==> config.mk <==
export PLATFORM = sky130hd
export DESIGN_NAME = led_status_ctrl_flat
export DESIGN_NICKNAME = d
export VERILOG_FILES = /design/src/rtl/led_ctrl_pkg.sv /design/src/rtl/led_status_ctrl_if.sv /design/src/rtl/led_evt_sync.sv /design/src/rtl/led_status_ctrl.sv /design/src/flat_wrapper.sv
export SDC_FILE = /design/constraint.sdc
export NUM_CORES = 1
export LEC_CHECK = 0
export BUFFER_PORTS_ARGS = -buffer_cell sky130_fd_sc_hd__buf_2
export CAP_MARGIN = 20
export CORE_ASPECT_RATIO = 0.7
export CORE_MARGIN = 4
export CORE_UTILIZATION = 63
export DETAILED_ROUTE_END_ITERATION = 8
export GPL_TIMING_DRIVEN = 1
export MAX_ROUTING_LAYER = met4
export PLACE_DENSITY = 0.8
export SLEW_MARGIN = 15
export SYNTH_ARGS = -nofsm -noshare
export SYNTH_HDL_FRONTEND = slang
export SYNTH_SLANG_ARGS = --single-unit
==> constraint.sdc <==
create_clock -name sys_clk -period 10.2 [get_ports sys_clk]
set_clock_uncertainty 0.2 [all_clocks]
set_input_delay 0.51 -clock sys_clk [delete_from_list [all_inputs] [get_ports sys_clk]]
set_output_delay 0.51 -clock sys_clk [all_outputs]
set_load 0.1 [all_outputs]
==> src/rtl/led_ctrl_pkg.sv <==
// Shared LED controller types: channel mode encodings used by RTL,
// software and testbench.
package led_ctrl_pkg;

  typedef enum logic [1:0] {
    MODE_OFF     = 2'd0,
    MODE_ON      = 2'd1,
    MODE_BLINK   = 2'd2,
    MODE_STRETCH = 2'd3
  } mode_t;

endpackage

==> src/rtl/led_status_ctrl_if.sv <==
// Channel configuration write bus for led_status_ctrl.
// master drives a one-cycle cfg_we strobe, slave consumes it.
interface led_status_ctrl_if #(
  parameter int N_CH   = 8,
  parameter int HALF_W = 10
);
  import led_ctrl_pkg::*;

  localparam int CH_W = (N_CH > 1) ? $clog2(N_CH) : 1;

  logic              cfg_we;
  logic [CH_W-1:0]   cfg_ch;
  mode_t             cfg_mode;
  logic [HALF_W-1:0] cfg_half;

  modport master (
    output cfg_we, cfg_ch, cfg_mode, cfg_half
  );

  modport slave (
    input cfg_we, cfg_ch, cfg_mode, cfg_half
  );

endinterface

==> src/rtl/led_evt_sync.sv <==
// Event input synchroniser: SYNC_STAGES flop chain plus a
// one-cycle rising-edge pulse on the synchronised level.
module led_evt_sync #(
  parameter int SYNC_STAGES = 2
) (
  input  logic sys_clk,
  input  logic sys_rst,
  input  logic evt_i,
  output logic rise_o
);

  logic [SYNC_STAGES-1:0] sync_q;
  logic                   prev_q;

  always_ff @(posedge sys_clk or posedge sys_rst) begin
    if (sys_rst) begin
      sync_q <= '0;
      prev_q <= 1'b0;
    end else begin
      sync_q <= {sync_q[SYNC_STAGES-2:0], evt_i};
      prev_q <= sync_q[SYNC_STAGES-1];
    end
  end

  assign rise_o = sync_q[SYNC_STAGES-1] & ~prev_q;

endmodule

==> src/rtl/led_status_ctrl.sv <==
// LED bank controller: one shared tick prescaler, per-channel OFF/ON/
// BLINK/STRETCH modes. Define LED_PWM_EN to add global dim_duty PWM.
module led_status_ctrl
  import led_ctrl_pkg::*;
#(
  parameter int N_CH          = 8,
  parameter int PRESCALE      = 100000,
  parameter int HALF_W        = 10,
  parameter int BLINK_DEF     = 500,
  parameter int STRETCH_TICKS = 50,
  parameter int SYNC_STAGES   = 2,
  parameter int PWM_BITS      = 4
) (
  input  logic                sys_clk,
  input  logic                sys_rst,
  led_status_ctrl_if.slave    cfg,
  input  logic [N_CH-1:0]     evt_in,
`ifdef LED_PWM_EN
  input  logic [PWM_BITS-1:0] dim_duty,
`endif
  output logic                tick_o,
  output logic [N_CH-1:0]     led_o
);

  localparam int CH_W = (N_CH > 1) ? $clog2(N_CH) : 1;
  localparam int PS_W = $clog2(PRESCALE);
  localparam int SC_W = $clog2(STRETCH_TICKS + 1);

  if (PRESCALE < 2 || SYNC_STAGES < 2 || PWM_BITS < 1)
    begin : g_bad_param
      $error("led_status_ctrl: illegal parameter set");
    end

  logic [PS_W-1:0]   psc_q, psc_d;
  logic              tick;
  logic [N_CH-1:0]   led_q, led_d;
  logic [N_CH-1:0]   phase_q, phase_d;
  logic [N_CH-1:0]   rise, raw;
  mode_t             mode_q [N_CH];
  mode_t             mode_d [N_CH];
  logic [HALF_W-1:0] half_q [N_CH];
  logic [HALF_W-1:0] half_d [N_CH];
  logic [HALF_W-1:0] cnt_q  [N_CH];
  logic [HALF_W-1:0] cnt_d  [N_CH];
  logic [SC_W-1:0]   scnt_q [N_CH];
  logic [SC_W-1:0]   scnt_d [N_CH];

  assign tick  = (psc_q == PS_W'(PRESCALE - 1));
  assign psc_d = tick ? '0 : psc_q + 1'b1;

  for (genvar g = 0; g < N_CH; g++) begin : g_sync
    led_evt_sync #(
      .SYNC_STAGES(SYNC_STAGES)
    ) u_sync (
      .sys_clk(sys_clk),
      .sys_rst(sys_rst),
      .evt_i  (evt_in[g]),
      .rise_o (rise[g])
    );
  end

  // A config write clears the channel and swallows a same-cycle tick.
  always_comb begin
    phase_d = phase_q;
    raw     = '0;
    for (int i = 0; i < N_CH; i++) begin
      mode_d[i] = mode_q[i];
      half_d[i] = half_q[i];
      cnt_d[i]  = cnt_q[i];
      scnt_d[i] = scnt_q[i];
      if (cfg.cfg_we && cfg.cfg_ch == CH_W'(i)) begin
        mode_d[i]  = cfg.cfg_mode;
        half_d[i]  = (cfg.cfg_half == '0) ?
                     HALF_W'(1) : cfg.cfg_half;
        cnt_d[i]   = '0;
        phase_d[i] = 1'b0;
        scnt_d[i]  = '0;
      end else if (mode_q[i] == MODE_BLINK) begin
        if (tick) begin
          if (cnt_q[i] == half_q[i] - 1'b1) begin
            cnt_d[i]   = '0;
            phase_d[i] = ~phase_q[i];
          end else begin
            cnt_d[i] = cnt_q[i] + 1'b1;
          end
        end
      end else if (mode_q[i] == MODE_STRETCH) begin
        if (rise[i])
          scnt_d[i] = SC_W'(STRETCH_TICKS);
        else if (tick && scnt_q[i] != '0)
          scnt_d[i] = scnt_q[i] - 1'b1;
      end
      unique case (mode_q[i])
        MODE_ON:      raw[i] = 1'b1;
        MODE_BLINK:   raw[i] = phase_q[i];
        MODE_STRETCH: raw[i] = (scnt_q[i] != '0);
        default:      raw[i] = 1'b0;
      endcase
    end
  end

`ifdef LED_PWM_EN
  logic [PWM_BITS-1:0] pcnt_q;
  logic                lit;

  assign lit   = (pcnt_q < dim_duty);
  assign led_d = raw & {N_CH{lit}};

  always_ff @(posedge sys_clk or posedge sys_rst) begin
    if (sys_rst)
      pcnt_q <= '0;
    else
      pcnt_q <= pcnt_q + 1'b1;
  end
`else
  assign led_d = raw;
`endif

  always_ff @(posedge sys_clk or posedge sys_rst) begin
    if (sys_rst) begin
      psc_q   <= '0;
      led_q   <= '0;
      phase_q <= '0;
      for (int i = 0; i < N_CH; i++) begin
        mode_q[i] <= MODE_OFF;
        half_q[i] <= HALF_W'(BLINK_DEF);
        cnt_q[i]  <= '0;
        scnt_q[i] <= '0;
      end
    end else begin
      psc_q   <= psc_d;
      led_q   <= led_d;
      phase_q <= phase_d;
      mode_q  <= mode_d;
      half_q  <= half_d;
      cnt_q   <= cnt_d;
      scnt_q  <= scnt_d;
    end
  end

  assign tick_o = tick;
  assign led_o  = led_q;

endmodule
==> src/flat_wrapper.sv <==
// flat-port wrapper written by rule: the top's interface ports become plain ports
module led_status_ctrl_flat import led_ctrl_pkg::*;
#(
  parameter int N_CH          = 8,
  parameter int PRESCALE      = 100000,
  parameter int HALF_W        = 10,
  parameter int BLINK_DEF     = 500,
  parameter int STRETCH_TICKS = 50,
  parameter int SYNC_STAGES   = 2,
  parameter int PWM_BITS      = 4
)
  (sys_clk, sys_rst, evt_in, tick_o, led_o, cfg_cfg_we, cfg_cfg_ch, cfg_cfg_mode, cfg_cfg_half);
  led_status_ctrl_if #(.N_CH(N_CH), .HALF_W(HALF_W)) cfg_i ();
  input  logic sys_clk;
  input  logic sys_rst;
  input  logic [N_CH-1:0] evt_in;
  output logic tick_o;
  output logic [N_CH-1:0] led_o;
  input wire logic [$bits(cfg_i.cfg_we)-1:0] cfg_cfg_we;
  input wire logic [$bits(cfg_i.cfg_ch)-1:0] cfg_cfg_ch;
  input wire logic [$bits(cfg_i.cfg_mode)-1:0] cfg_cfg_mode;
  input wire logic [$bits(cfg_i.cfg_half)-1:0] cfg_cfg_half;
  assign cfg_i.cfg_we = cfg_cfg_we;
  assign cfg_i.cfg_ch = cfg_cfg_ch;
  assign cfg_i.cfg_mode = cfg_cfg_mode;
  assign cfg_i.cfg_half = cfg_cfg_half;
  led_status_ctrl #(.N_CH(N_CH), .PRESCALE(PRESCALE), .HALF_W(HALF_W), .BLINK_DEF(BLINK_DEF), .STRETCH_TICKS(STRETCH_TICKS), .SYNC_STAGES(SYNC_STAGES), .PWM_BITS(PWM_BITS)) u_core (.sys_clk(sys_clk), .sys_rst(sys_rst), .cfg(cfg_i), .evt_in(evt_in), .tick_o(tick_o), .led_o(led_o));
endmodule
==> metrics.md <==
| Metric | Value |
|---|---|
| Row Count | `47` |
| Final Critical Period | `3.47 ns` |
| WP data arrival | `3.70 ns` |
| CTS tree | `yes` |
| Area Growth Syn to Fin | `10.2%` |
| Maximum VDD drop | `0.157 mV` |
| I/O pin count | `35` |
| Crit path max fanout | `9` |
| CTS sink count | `between 200 and 300` |
| Worst slew pin tran | `approximately 1.2 ns` |
| Die Wd | `194 um` |
| Chip Height | `approximately 140 um` |
| Bufs on Longest Clock Path | `3` |
| Post-Syn Nets | `1,762` |
| Core area | `23,700 um2` |
| Via/cell ratio | `6.03` |
| Dpl hpwl | `23,700 um` |
| Largest net degree at the start of global routing | `roughly 140` |
| Wirelength, routed | `35,900 um` |
| First-pass GRT wire length | `59,100 um` |
| Failing checks | `negative hold slack` |
| DR WL/cell | `around 17 um` |
| Cell count after synthesis | `around 1,700` |
| PD cells | `205 nW/um2` |
| DRC viols | `0` |
| RePlAce Congestion | `around 0.94` |
| Cts bufs inserted | `28` |
| Setup ws final | `roughly 6.7 ns` |
| Grt ovf | `0` |
| Vias in the first global route | `~12,000` |
| Slew margin rel. | `22.7%` |
| Post-CTS setup buffer count | `0` |
| FF/Latch Area | `7090 um2` |
| ANT nets after route | `0` |
| Post-synthesis sequential area ratio | `46.6%` |
| DR iter-0 viols | `1,017` |
| Worst path cell trace | `nor4b_1 > nand4_1 > o21ai_0 > nand3_1 > nor4_1 > xnor2_1 > nor2_1` |
| Die area | `26,700 um2` |
| EDFF count, synth | `0` |
| Worst-case reg-to-reg path depth | `7` |
| Tcrit/Tclk final | `between 30 and 40%` |
| Fillers | `1,755` |
| Synth top area share | `a little under two fifths` |
| Synth unique cells | `71` |
| Starting Density | `~64%` |
| Setup total negative slack | `0 ns` |
| Dpl ws | `6.86 ns` |
| Maximum clock rate | `288 MHz` |
| Most used flip-flop cell after synthesis | `dfrtp_1` |
| Clock root buffer | `clkbuf_16` |
| Nets | `1,782` |
| Leak Pwr | `about 0.0074 uW` |
| Multi-input logic area | `around 7700 um2` |
| Fin Hold WS | `-0.0577 ns` |
| Mapped Area | `approximately 15,000 um2` |
| Post-synthesis average cell area | `8.89 um2` |
| Input/output buffers | `34` |
| Share of cells above drive strength 1 | `11.2%` |
| Critical path startpoint category | `register` |
| Worst path slowest cell | `nand4_1` |
| Worst endpoint required time | `10.43 ns` |
| Finish-stage setup viols | `0` |
| H-Tree Depth | `1` |
| Initial antenna violation count | `2` |
| Slew Limit Fails | `0` |
| Ys async rst share | `100%` |
| Max-cap violations | `0` |
| Resized cells post-CTS | `0` |
| Status | `complete, but fails checks` |
| Worst-path clk slew | `0.07 ns` |
| Top post-synthesis cells by area | `dfrtp_1, dfstp_2, nand2_1` |
| Worst path max stage delay | `0.90 ns` |
| Worst Setup Path Type | `reg -> reg` |
| GRT Total Usage | `roughly 28%` |
| Yosys reg bits | `281` |
| Vias | `~12,000` |
| Clk_lat worst skew | `0.57 ns` |
| First drt pass iteration count | `5` |
| RSZ-0062 raised after global routing | `no` |
| Top cell type by total area after synthesis | `dfrtp_1` |
| Final hold vios | `54` |
| Hold WC Path Type | `in -> async` |
| Yosys warns | `0` |
| CP endpoint kind | `register` |
synthesized netlist by cell type (all sizes together) (4+ instances only):
master	n
o21ai	81
o21bai	5
nand3	80
clkbuf	63
ha	25
a41oi	4
nor2	177
inv	48
nand3b	7
nor4b	10
o211ai	5
a31oi	20
dfrtp	233
mux2i	9
a211oi	6
and2	13
and3	22
nor4	36
o21a	6
xnor2	108
nor3	75
dfstp	48
and4	6
or2	9
or3	20
nor2b	24
xor2	60
a21oi	74
mux2	17
nand2b	23
a311oi	12
a21o	7
nor3b	6
nand4	25
nand2	291
or3b	8
or4	9
worst paths after layout:
| check | start | end | slack (ns) |
|---|---|---|---|
| min in group sys_clk | cfg_cfg_half[6] | u_core.half_q[36]$_DFFE_PP1P_ | 0.09 |
| worst max-delay path | u_core.psc_q[6]$_DFF_PP0_ | u_core.scnt_q[27]$_DFFE_PP0P_ | 6.73 |
| max in group asynchronous | sys_rst | u_core.cnt_q[38]$_DFFE_PP0P_ | 8.29 |
| worst min-delay path | sys_rst | u_core.led_o[1]$_DFF_PP0_ | -0.06 |
| worst min register to register | u_core.g_sync[6].u_sync.sync_q[0]$_DFF_PP0_ | u_core.g_sync[6].u_sync.sync_q[1]$_DFF_PP0_ | 0.15 |
| worst max register to register | u_core.psc_q[6]$_DFF_PP0_ | u_core.scnt_q[27]$_DFFE_PP0P_ | 6.73 |
placed cells by master (no fill, tap or decap), types with 6 or more instances in the layout:
cell type / netlist / layout
nand2_1: 291 / 291
dfrtp_1: 233 / 233
nor2_1: 176 / 176
xnor2_1: 108 / 108
nand3_1: 80 / 80
o21ai_0: 79 / 79
a21oi_1: 74 / 74
nor3_1: 73 / 70
xor2_1: 60 / 60
dfstp_2: 48 / 48
inv_1: 48 / 47
nor4_1: 36 / 35
buf_2: 1 / 35
clkbuf_16: 0 / 28
nand4_1: 25 / 25
ha_1: 25 / 25
nor2b_1: 24 / 24
nand2b_1: 23 / 23
and3_1: 22 / 22
a31oi_1: 20 / 20
or3_1: 19 / 19
mux2_2: 17 / 17
and2_1: 13 / 13
buf_4: 0 / 13
a311oi_1: 12 / 12
nor4b_1: 10 / 10
mux2i_1: 9 / 9
or2_2: 9 / 9
or4_1: 8 / 8
or3b_2: 8 / 8
dlygate4sd3_1: 0 / 8
nand3b_1: 7 / 7
a21o_1: 7 / 7
a211oi_1: 6 / 6
nor3b_1: 6 / 6
and4_1: 6 / 6
o21a_1: 6 / 6
cells by family after synthesis:
kind of cell | share of synthesized area [%]
multiplexers | 1.85
AND/OR/NAND/NOR | 27.1
AO/OA/AOI/OAI | 9.68
adder cells (fa/ha/maj) | 2.06
XOR/XNOR | 9.83
flip-flops | 46.6
buffers and inverters | 2.87
where the power goes:
part | internal (uW) | total, uW | switching (uW)
registers | 1310 | 1500 | 192
logic | 341 | 795 | 454
clock network | 671 | 1130 | 459
per-layer routing:
| metal | global-route usage [%] | vias up | wire (um) |
|---|---|---|---|
| met3 | 5.46 | 67 | 2670 |
| met4 | 6.68 | 0 | 831 |
| met1 | 39.1 | 6071 | 16500 |
| met5 | - | - | 0 |
| met2 | 41.5 | 407 | 15900 |
| li1 | - | 5951 | - |
per-stage QoR:
stage          hold slack [ns]  instance area [um2]  util, %  total power [uW]  cells
2_1_floorplan            0.131                15200        -              2110   1711
3_3_place_gp             0.132                15600     66.0              2250   2010
3_5_place_dp             0.136                15600     66.0              2290   2010
4_1_cts                0.00375                16700     70.6              3430   2070
5_1_grt                 0.0258                16800     70.7              3620   2073
6_report               -0.0577                16800     70.7              3430   2073
sequential cells by signal, indices dropped and copies added, names as in the netlist:
signal                       cells
u_core.led_o                     8
u_core.half_q                   80
u_core.phase_q                   8
u_core.cnt_q                    80
u_core.scnt_q                   48
u_core.mode_q                   16
u_core.g_sync.u_sync.sync_q     16
u_core.g_sync.u_sync.prev_q      8
u_core.psc_q                    17
what timing repair did:
action                                  in CTS  in global routing
endpoints found under the setup margin       0                  0
hold buffers                                 8                  0
hold endpoints to repair                     8                  0
worst max-delay path, delay by kind of cell (launching register included):
family	cells	cell delay, ns
AOI/OAI and AO/OA	1	0.50
xor gates and xnor gates	1	0.16
and+or+nand+nor	5	2.01
DFF	1	0.46
area by class of cell:
class,instances,area share (%)
tap,318,2.37
clock buffer,33,4.59
timing repair buffer,56,2.11
clock inverter,19,1.52
multi-input combinational,1316,45.9
sequential,281,42.3
inverter,48,1.12
antenna,2,0.0299
(Power assumes the default switching activity.)
